File: src/rtl/async_fifo_rd_ctrl.sv
`default_nettype none
// ============================================================================
// Module   : async_fifo_rd_ctrl
// Brief    : Read-side controller of an asynchronous FIFO (read clock domain).
//            Synchronises the Gray write pointer, computes empty/level, drives
//            the RAM read port and feeds a 2-entry valid/ready output buffer.
//            Optional macro ASYNC_FIFO_RD_SYNC3_EN selects a 3-flop
//            write-pointer synchroniser instead of the default 2 flops.
// Revision : 1.0 - initial release
// ============================================================================
module async_fifo_rd_ctrl #(
    parameter int DATA_WIDTH = 8,
    parameter int ADDR_WIDTH = 4
) (
    input  logic                  rd_clk,
    input  logic                  rd_rst,
    input  logic [ADDR_WIDTH:0]   wr_ptr_gray,
    output logic [ADDR_WIDTH:0]   rd_ptr_gray,
    output logic                  mem_rd_en,
    output logic [ADDR_WIDTH-1:0] mem_rd_addr,
    input  logic [DATA_WIDTH-1:0] mem_rd_data,
    output logic                  dout_valid,
    input  logic                  dout_ready,
    output logic [DATA_WIDTH-1:0] dout_data,
    output logic                  empty,
    output logic [ADDR_WIDTH:0]   rd_level
);

    localparam int PTR_W = ADDR_WIDTH + 1;
`ifdef ASYNC_FIFO_RD_SYNC3_EN
    localparam int SYNC_STAGES = 3;
`else
    localparam int SYNC_STAGES = 2;
`endif

    logic [PTR_W-1:0]      r_wr_sync [SYNC_STAGES];
    logic [PTR_W-1:0]      w_wr_bin_sync;
    logic [PTR_W-1:0]      r_rd_bin;
    logic [PTR_W-1:0]      w_rd_bin_nxt;
    logic                  r_in_flight;
    logic [1:0]            r_buf_cnt;
    logic [DATA_WIDTH-1:0] r_buf0;
    logic [DATA_WIDTH-1:0] r_buf1;
    logic                  w_pop;
    logic [2:0]            w_occ;

    // Multi-flop synchroniser for the write pointer coming from the write domain
    always_ff @(posedge rd_clk or posedge rd_rst) begin
        if (rd_rst) begin
            for (int i = 0; i < SYNC_STAGES; i++) begin
                r_wr_sync[i] <= '0;
            end
        end else begin
            r_wr_sync[0] <= wr_ptr_gray;
            for (int i = 1; i < SYNC_STAGES; i++) begin
                r_wr_sync[i] <= r_wr_sync[i-1];
            end
        end
    end

    // Gray to binary: each binary bit is the XOR of all Gray bits at or above it
    always_comb begin
        w_wr_bin_sync = '0;
        for (int i = 0; i < PTR_W; i++) begin
            w_wr_bin_sync[i] = ^(r_wr_sync[SYNC_STAGES-1] >> i);
        end
    end

    // Occupancy seen from the read side; the extra MSB distinguishes full from empty
    assign rd_level = w_wr_bin_sync - r_rd_bin;
    assign empty    = (rd_level == '0);

    // Issue a read only if the word in flight plus buffered words stay within two
    assign w_pop       = dout_valid & dout_ready;
    assign w_occ       = {1'b0, r_buf_cnt} + {2'b00, r_in_flight};
    assign mem_rd_en   = !empty && (w_occ < (3'd2 + {2'b00, w_pop}));
    assign mem_rd_addr = r_rd_bin[ADDR_WIDTH-1:0];

    assign w_rd_bin_nxt = mem_rd_en ? (r_rd_bin + {{ADDR_WIDTH{1'b0}}, 1'b1}) : r_rd_bin;

    // Read pointer: binary counter plus registered Gray copy for the write domain
    always_ff @(posedge rd_clk or posedge rd_rst) begin
        if (rd_rst) begin
            r_rd_bin    <= '0;
            rd_ptr_gray <= '0;
        end else begin
            r_rd_bin    <= w_rd_bin_nxt;
            rd_ptr_gray <= w_rd_bin_nxt ^ (w_rd_bin_nxt >> 1);
        end
    end

    // RAM data arrives one cycle after the read was issued
    always_ff @(posedge rd_clk or posedge rd_rst) begin
        if (rd_rst) begin
            r_in_flight <= 1'b0;
        end else begin
            r_in_flight <= mem_rd_en;
        end
    end

    // Two-entry output buffer, r_buf0 is the head presented to the consumer
    always_ff @(posedge rd_clk or posedge rd_rst) begin
        if (rd_rst) begin
            r_buf0    <= '0;
            r_buf1    <= '0;
            r_buf_cnt <= 2'd0;
        end else begin
            case ({r_in_flight, w_pop})
                2'b10: begin
                    if (r_buf_cnt == 2'd0) begin
                        r_buf0    <= mem_rd_data;
                        r_buf_cnt <= 2'd1;
                    end else begin
                        r_buf1    <= mem_rd_data;
                        r_buf_cnt <= 2'd2;
                    end
                end
                2'b01: begin
                    r_buf0    <= r_buf1;
                    r_buf_cnt <= r_buf_cnt - 2'd1;
                end
                2'b11: begin
                    // Head leaves and the captured word enters; count unchanged
                    if (r_buf_cnt == 2'd1) begin
                        r_buf0 <= mem_rd_data;
                    end else begin
                        r_buf0 <= r_buf1;
                        r_buf1 <= mem_rd_data;
                    end
                end
                default: begin
                end
            endcase
        end
    end

    assign dout_valid = (r_buf_cnt != 2'd0);
    assign dout_data  = r_buf0;

endmodule
`default_nettype wire
File: config.mk
export PLATFORM = sky130hd
export DESIGN_NAME = async_fifo_rd_ctrl
export DESIGN_NICKNAME = d
export VERILOG_FILES = /design/src/rtl/async_fifo_rd_ctrl.sv
export SDC_FILE = /design/constraint.sdc
export NUM_CORES = 1
export LEC_CHECK = 0
export BUFFER_PORTS_ARGS = -buffer_cell sky130_fd_sc_hd__buf_2
export CORE_UTILIZATION = 35
export DETAILED_ROUTE_END_ITERATION = 6
export HOLD_SLACK_MARGIN = 0.02
export PLACE_DENSITY = 0.54
export SKIP_LAST_GASP = 1
export SYNTH_ARGS = -nofsm -noshare
export SYNTH_HDL_FRONTEND = slang
export SYNTH_SLANG_ARGS = --single-unit
File: constraint.sdc
create_clock -name rd_clk -period 3.3 [get_ports rd_clk]
set_input_delay 0.165 -clock rd_clk [delete_from_list [all_inputs] [get_ports rd_clk]]
set_output_delay 0.165 -clock rd_clk [all_outputs]
set_load 0.02 [all_outputs]
Yosys cells after proc, flatten, opt, wreduce, memory -nomap -nowiden
Cells that the tools add are included.

RAM bits: 0. Input bits: 16. Memories kept: 0. Bits in registers: 39. Bits in read-only memories: 0. Bits in latches: 0. Output and inout bits: 25.

Add/sub/neg operators: 5. Divide/modulo/power cells: 0. Eq/ne operators: 7. Multiplexer cells: 9. Bitwise logic cells: 2. Multiply operators: 0. Shift-type cells: 0. Reductions and logical operators: 15. Order comparisons: 1.

Operators by type and width (count): $mux W8 (4); $reduce_xor A5 Y1 (5); $pmux W8 S3 (1); $pmux W8 S2 (1); $ne A2 B2 Y1 const B (3); $reduce_bool A2 Y1 (3); $add A5 B1 Y5 const B (1); $logic_not A5 Y1 (1); $mux W5 (1); $sub A5 B5 Y5 (1); $xor A5 B4 Y5 (1); $eq A2 B1 Y1 const B (2); $eq A2 B2 Y1 const B (2); $pmux W2 S2 (1); $add A2 B1 Y3 (1); $add A2 B1 Y3 const A (1); $lt A3 B3 Y1 (1); $reduce_and A3 Y1 (1); $reduce_bool A3 Y1 (1); $logic_not A2 Y1 (1); $mux W2 (1); $reduce_and A2 Y1 (1); $sub A2 B1 Y2 const B (1); $and A1 B1 Y1 (1); other kinds (2) (2).

Logic depth before layout (Yosys ltp)
Depth after elaboration: 7. Mapped depth: 12. Gate-level depth less buffers: 12.

Worst setup path before layout
No wires, ideal clock.

Kind: register -> register. Start: reg r_wr_sync[4] (netlist bit). End: reg rd_ptr_gray[0]. Buffers on the path: 0. Setup time: 0.080 ns. Arrival time: 3.250 ns. Path slack: -0.031 ns. Cell stages (with the launch flop): 13. Cells stage by stage: dfrtp_1 > xor2_1 > xnor2_1 > xor2_1 > xor2_1 > ha_1 > fa_1 > xnor2_2 > nor4_1 > mux2_4 > a21oi_4 > mux2i_1 > xor2_1.

Cells in the longest elaborated chain, start to end: 7. Elaborated cells on any way between the ends: 11. Classes of those cells: 1 x add/sub; 1 x mux; 1 x bitwise; 8 x reduce/logical.

Ends and longest elaborated chain: from (decl) (line 36) `logic [PTR_W-1:0] r_wr_sync [SYNC_STAGES];`; from (signal, indexed assignment) (line 56) `r_wr_sync[i] <= r_wr_sync[i-1];`; $reduce_xor A5 Y1 (line 65) `w_wr_bin_sync[i] = ^(r_wr_sync[SYNC_STAGES-1] >> i);`; $sub A5 B5 Y5 * (line 70) `assign rd_level = w_wr_bin_sync - r_rd_bin;`; named net rd_level[2] (line 26) `output logic [ADDR_WIDTH:0] rd_level`; $logic_not A5 Y1 * (line 71) `assign empty = (rd_level == '0);`; $logic_not A1 Y1 * (line 76) `assign mem_rd_en = !empty && (w_occ < (3'd2 + {2'b00, w_pop}));`; $logic_and A1 B1 Y1 * (line 76); named net mem_rd_en (line 19) `output logic mem_rd_en,`; $mux W5 * (line 79) `assign w_rd_bin_nxt = mem_rd_en ? (r_rd_bin + {{ADDR_WIDTH{1'b0}}, 1'b1}) : r_rd_bin;`; $xor A5 B4 Y5 * (line 88) `rd_ptr_gray <= w_rd_bin_nxt ^ (w_rd_bin_nxt >> 1);`; to (signal assigned) (line 88); to (decl) (line 18) `output logic [ADDR_WIDTH:0] rd_ptr_gray,`.

The timed path passes the listed nets; every way through them passes the cells marked *. A chain may end at the register's enable or synchronous reset.

Worst setup path in the final report
Start: reg r_wr_sync[3] (netlist bit). End: out empty.

Cells in the longest elaborated chain, start to end: 3. Elaborated cells on any way between the ends: 6. Classes of those cells: 1 x add/sub; 5 x reduce/logical.

Ends and longest elaborated chain: $reduce_xor A5 Y1 (line 65); $sub A5 B5 Y5 * (line 70); $logic_not A5 Y1 * (line 71); to (decl) (line 25) `output logic empty,`.

Every way passes the cells marked *; elsewhere a longest branch is shown, timed or not.

==> reports/results.tsv <==
metric	value	unit
ant_nets	0	
drt_drc_violations_left	0	
final_area	2390	um2
drtIter0Drc	75	
switching_share	0.423	
place_area	2160	um2
cts_inserted_buffers	5	
yosys_register_bits	38	
worst_path_max_delay_cell	fa_2	
synth_top_area_frac	0.514	
rr_worst_depth	13	
clock-sinks	38	
rsz0062_at_grt	no	
io_buffers	40	
wl_per_cell	11.7	um
hold_viol_final	0	
clk_pin_slew	0.07	ns
io_pins	41	
synth.largest_area_cell	dfrtp_1	
intPower	1680	uW
synth_area_per_cell	11.4	um2
arrival	2.92	ns
drv_cap	0	
place.gp.congestion	0.873	
period_minus_slack	3.08	ns
vias	1276	
ys.flop_type	dfrtp_1	
netlist_top_cells_count	dfrtp_1, inv_1, nand2_1	
setup_violations	0	
synth_warnings	0	
wl	3370	um
cp_num_buf_inv	2	
dr.pass1.iters	4	
p_leak	0.00116	uW
fin_crit_sh	0.935	
timing.fmax	324	MHz
hpwlAfterDp	2480	um
r2r-end	rd_ptr_gray[0]	
p_comb_frac	0.560	
nFillCells	506	
critPathMaxStageDelay	0.53	ns
crit_path_cell_trace	xor2_2, xnor2_2, xor2_1, xor2_1, ha_2, fa_2, inv_1, nor4_1, mux2_4, and2_2, buf_4	
synth_area_leaders	dfrtp_1, ha_1, mux2_2	
drv_slew	0	
synthMostInstantiatedCell	dfrtp_1	
clk_path_buf_depth	2	
grt_overflow	0	
worstPathRequired	3.13	ns
synth.distinct_cells	32	
power.share.clock	0.165	
core	5110	um2
start_util	0.363	
path_class	reg -> out	
synth_cells	162	
peakVddDrop	0.377	mV
synth_enable_flop_cells	0	
cp_max_fo	3	
slew_headroom	0.345	
synthesis.area	1850	um2
first_global_vias	1207	
drive_above_1_share	0.339	
start_kind	register	
die_y	74.7	um
via_per_inst	4.43	
async_flop_share	1.00	
crit_top_cell	xor2_1	
root_buffer	clkbuf_8	
outcome	completed	
die_area	5590	um2
antennaDiodeCount	0	
cts_tree	built	
worst_slew_pin_slew	0.982	ns
cp_top_family	adder cells	
power_density	1220	nW/um2
clock_skew	0.00429	ns
hold_class	in -> async	
syn_to_final_growth	29.2	%
cts_max_level	2	
worstSkewPairLatency	0.28	ns
grtUsageTotal	0.136	
seq_area_frac_synth	0.514	
p_sw	1230	uW
rr_startpoint	r_wr_sync[3]	
utilization	0.468	
setup_tns	0	ns
final_nets	246	
p_seq_frac	0.275	
antenna_found_initial	0	
grt_max_degree	28	
die_w	74.7	um
rrSetupSlack	0.25	ns
syn_nets	191	
grt_pass1_wl	5610	um
end_kind	primary output	
placementRows	26	
## metrics by stage
stage / power (uW) / hold slack [ns] / worst slack (ns) / std cells
finish: 2910 / 0.100 / 0.216 / 288
global route: 3150 / 0.117 / 0.0291 / 288
CTS: 2930 / 0.121 / 0.0281 / 288
detailed placement: 2390 / 0.275 / 0.145 / 273
global placement: 2380 / 0.273 / 0.228 / 273
floorplan: 1970 / 0.196 / 0.0152 / 162
## per-layer routing
metal,track usage,vias up,wire [um]
met5,0,-,0
met4,0.0566,0,65
met3,0.0442,7,118
met2,0.202,25,1560
met1,0.184,590,1620
li1,-,654,-
## worst max-delay path by stage
stage / start / endpoint / slack [ns] / cells after the start
2_1_floorplan: r_wr_sync[4] / rd_ptr_gray[0] / 0.02 / 12
6_report: r_wr_sync[3] / empty / 0.22 / 11
3_5_place_dp: r_wr_sync[4] / rd_ptr_gray[0] / 0.15 / 12
4_1_cts: r_wr_sync[4] / empty / 0.03 / 11
5_1_grt: r_wr_sync[3] / rd_ptr_gray[0] / 0.03 / 13
3_3_place_gp: r_wr_sync[4] / rd_ptr_gray[0] / 0.23 / 12
## final cells by class
cell class / instances / area [um2] / area share
clock buffer: 6 / 82.6 / 0.0345
clock inverter: 2 / 60.1 / 0.0251
inverter: 15 / 56.3 / 0.0235
multi-input combinational: 106 / 857 / 0.358
sequential: 38 / 951 / 0.397
tap: 70 / 87.6 / 0.0366
timing repair buffer: 51 / 298 / 0.124
## placed cells by master (no fill, tap or decap), types with 2 or more instances in the layout
cell type      count
xnor2_1            8
a21o_1             2
bufinv_16          2
inv_1             15
nand3_1            3
dlygate4sd3_1      5
nand2_1           15
xor2_1             7
buf_4              7
mux2i_1            2
o21ai_0           12
a21oi_2            2
nand2b_1           3
nor2_1             5
ha_1              11
mux2_2             8
buf_2             39
a211oi_1           2
dfrtp_1           38
xor2_2             2
a22oi_1            8
xnor2_2            2
clkbuf_8           6
## power groups by stage
stage | Sequential (uW) | Combinational [uW] | Clock (uW)
final | 800 | 1630 | 481
after global routing | 832 | 1800 | 512
after detailed placement | 811 | 1580 | 0
after global placement | 810 | 1570 | 0
after CTS | 803 | 1640 | 494
after floorplan | 901 | 1070 | 0
## logic make-up (layout without fill, tap and decap cells)
logic type / Yosys count / in the layout / synth area share
compound gates: 32 / 32 / 0.116
simple gates: 31 / 31 / 0.0770
buf+inv: 18 / 74 / 0.0365
fa+ha+maj: 13 / 13 / 0.0919
mux: 11 / 11 / 0.0676
xor+xnor: 19 / 19 / 0.0980
flops: 38 / 38 / 0.514
## worst register-to-register path: stages (launching register included)
cell,delay [ns]
dfrtp_1,0.40
xor2_2,0.22
xnor2_2,0.15
xor2_1,0.22
xor2_1,0.17
ha_2,0.20
fa_2,0.44
inv_1,0.09
nor4_1,0.05
mux2_4,0.30
a21oi_4,0.17
buf_4,0.18
mux2i_1,0.22
xor2_1,0.16
## repair_timing
item	in CTS	in global routing
resized for setup	0	6
setup buffers	2	0
hold buffers	5	0
endpoints found under the hold margin	5	0
setup endpoints to repair	1	7
pin swaps	1	3
## registers in the layout, summed over array words and instances (netlist names)
name,count
r_buf1,8
r_buf_cnt,2
rd_ptr_gray,4
r_rd_bin,5
dout_data,8
r_wr_sync,10
r_in_flight,1
Power figures use the tool's default switching activity.
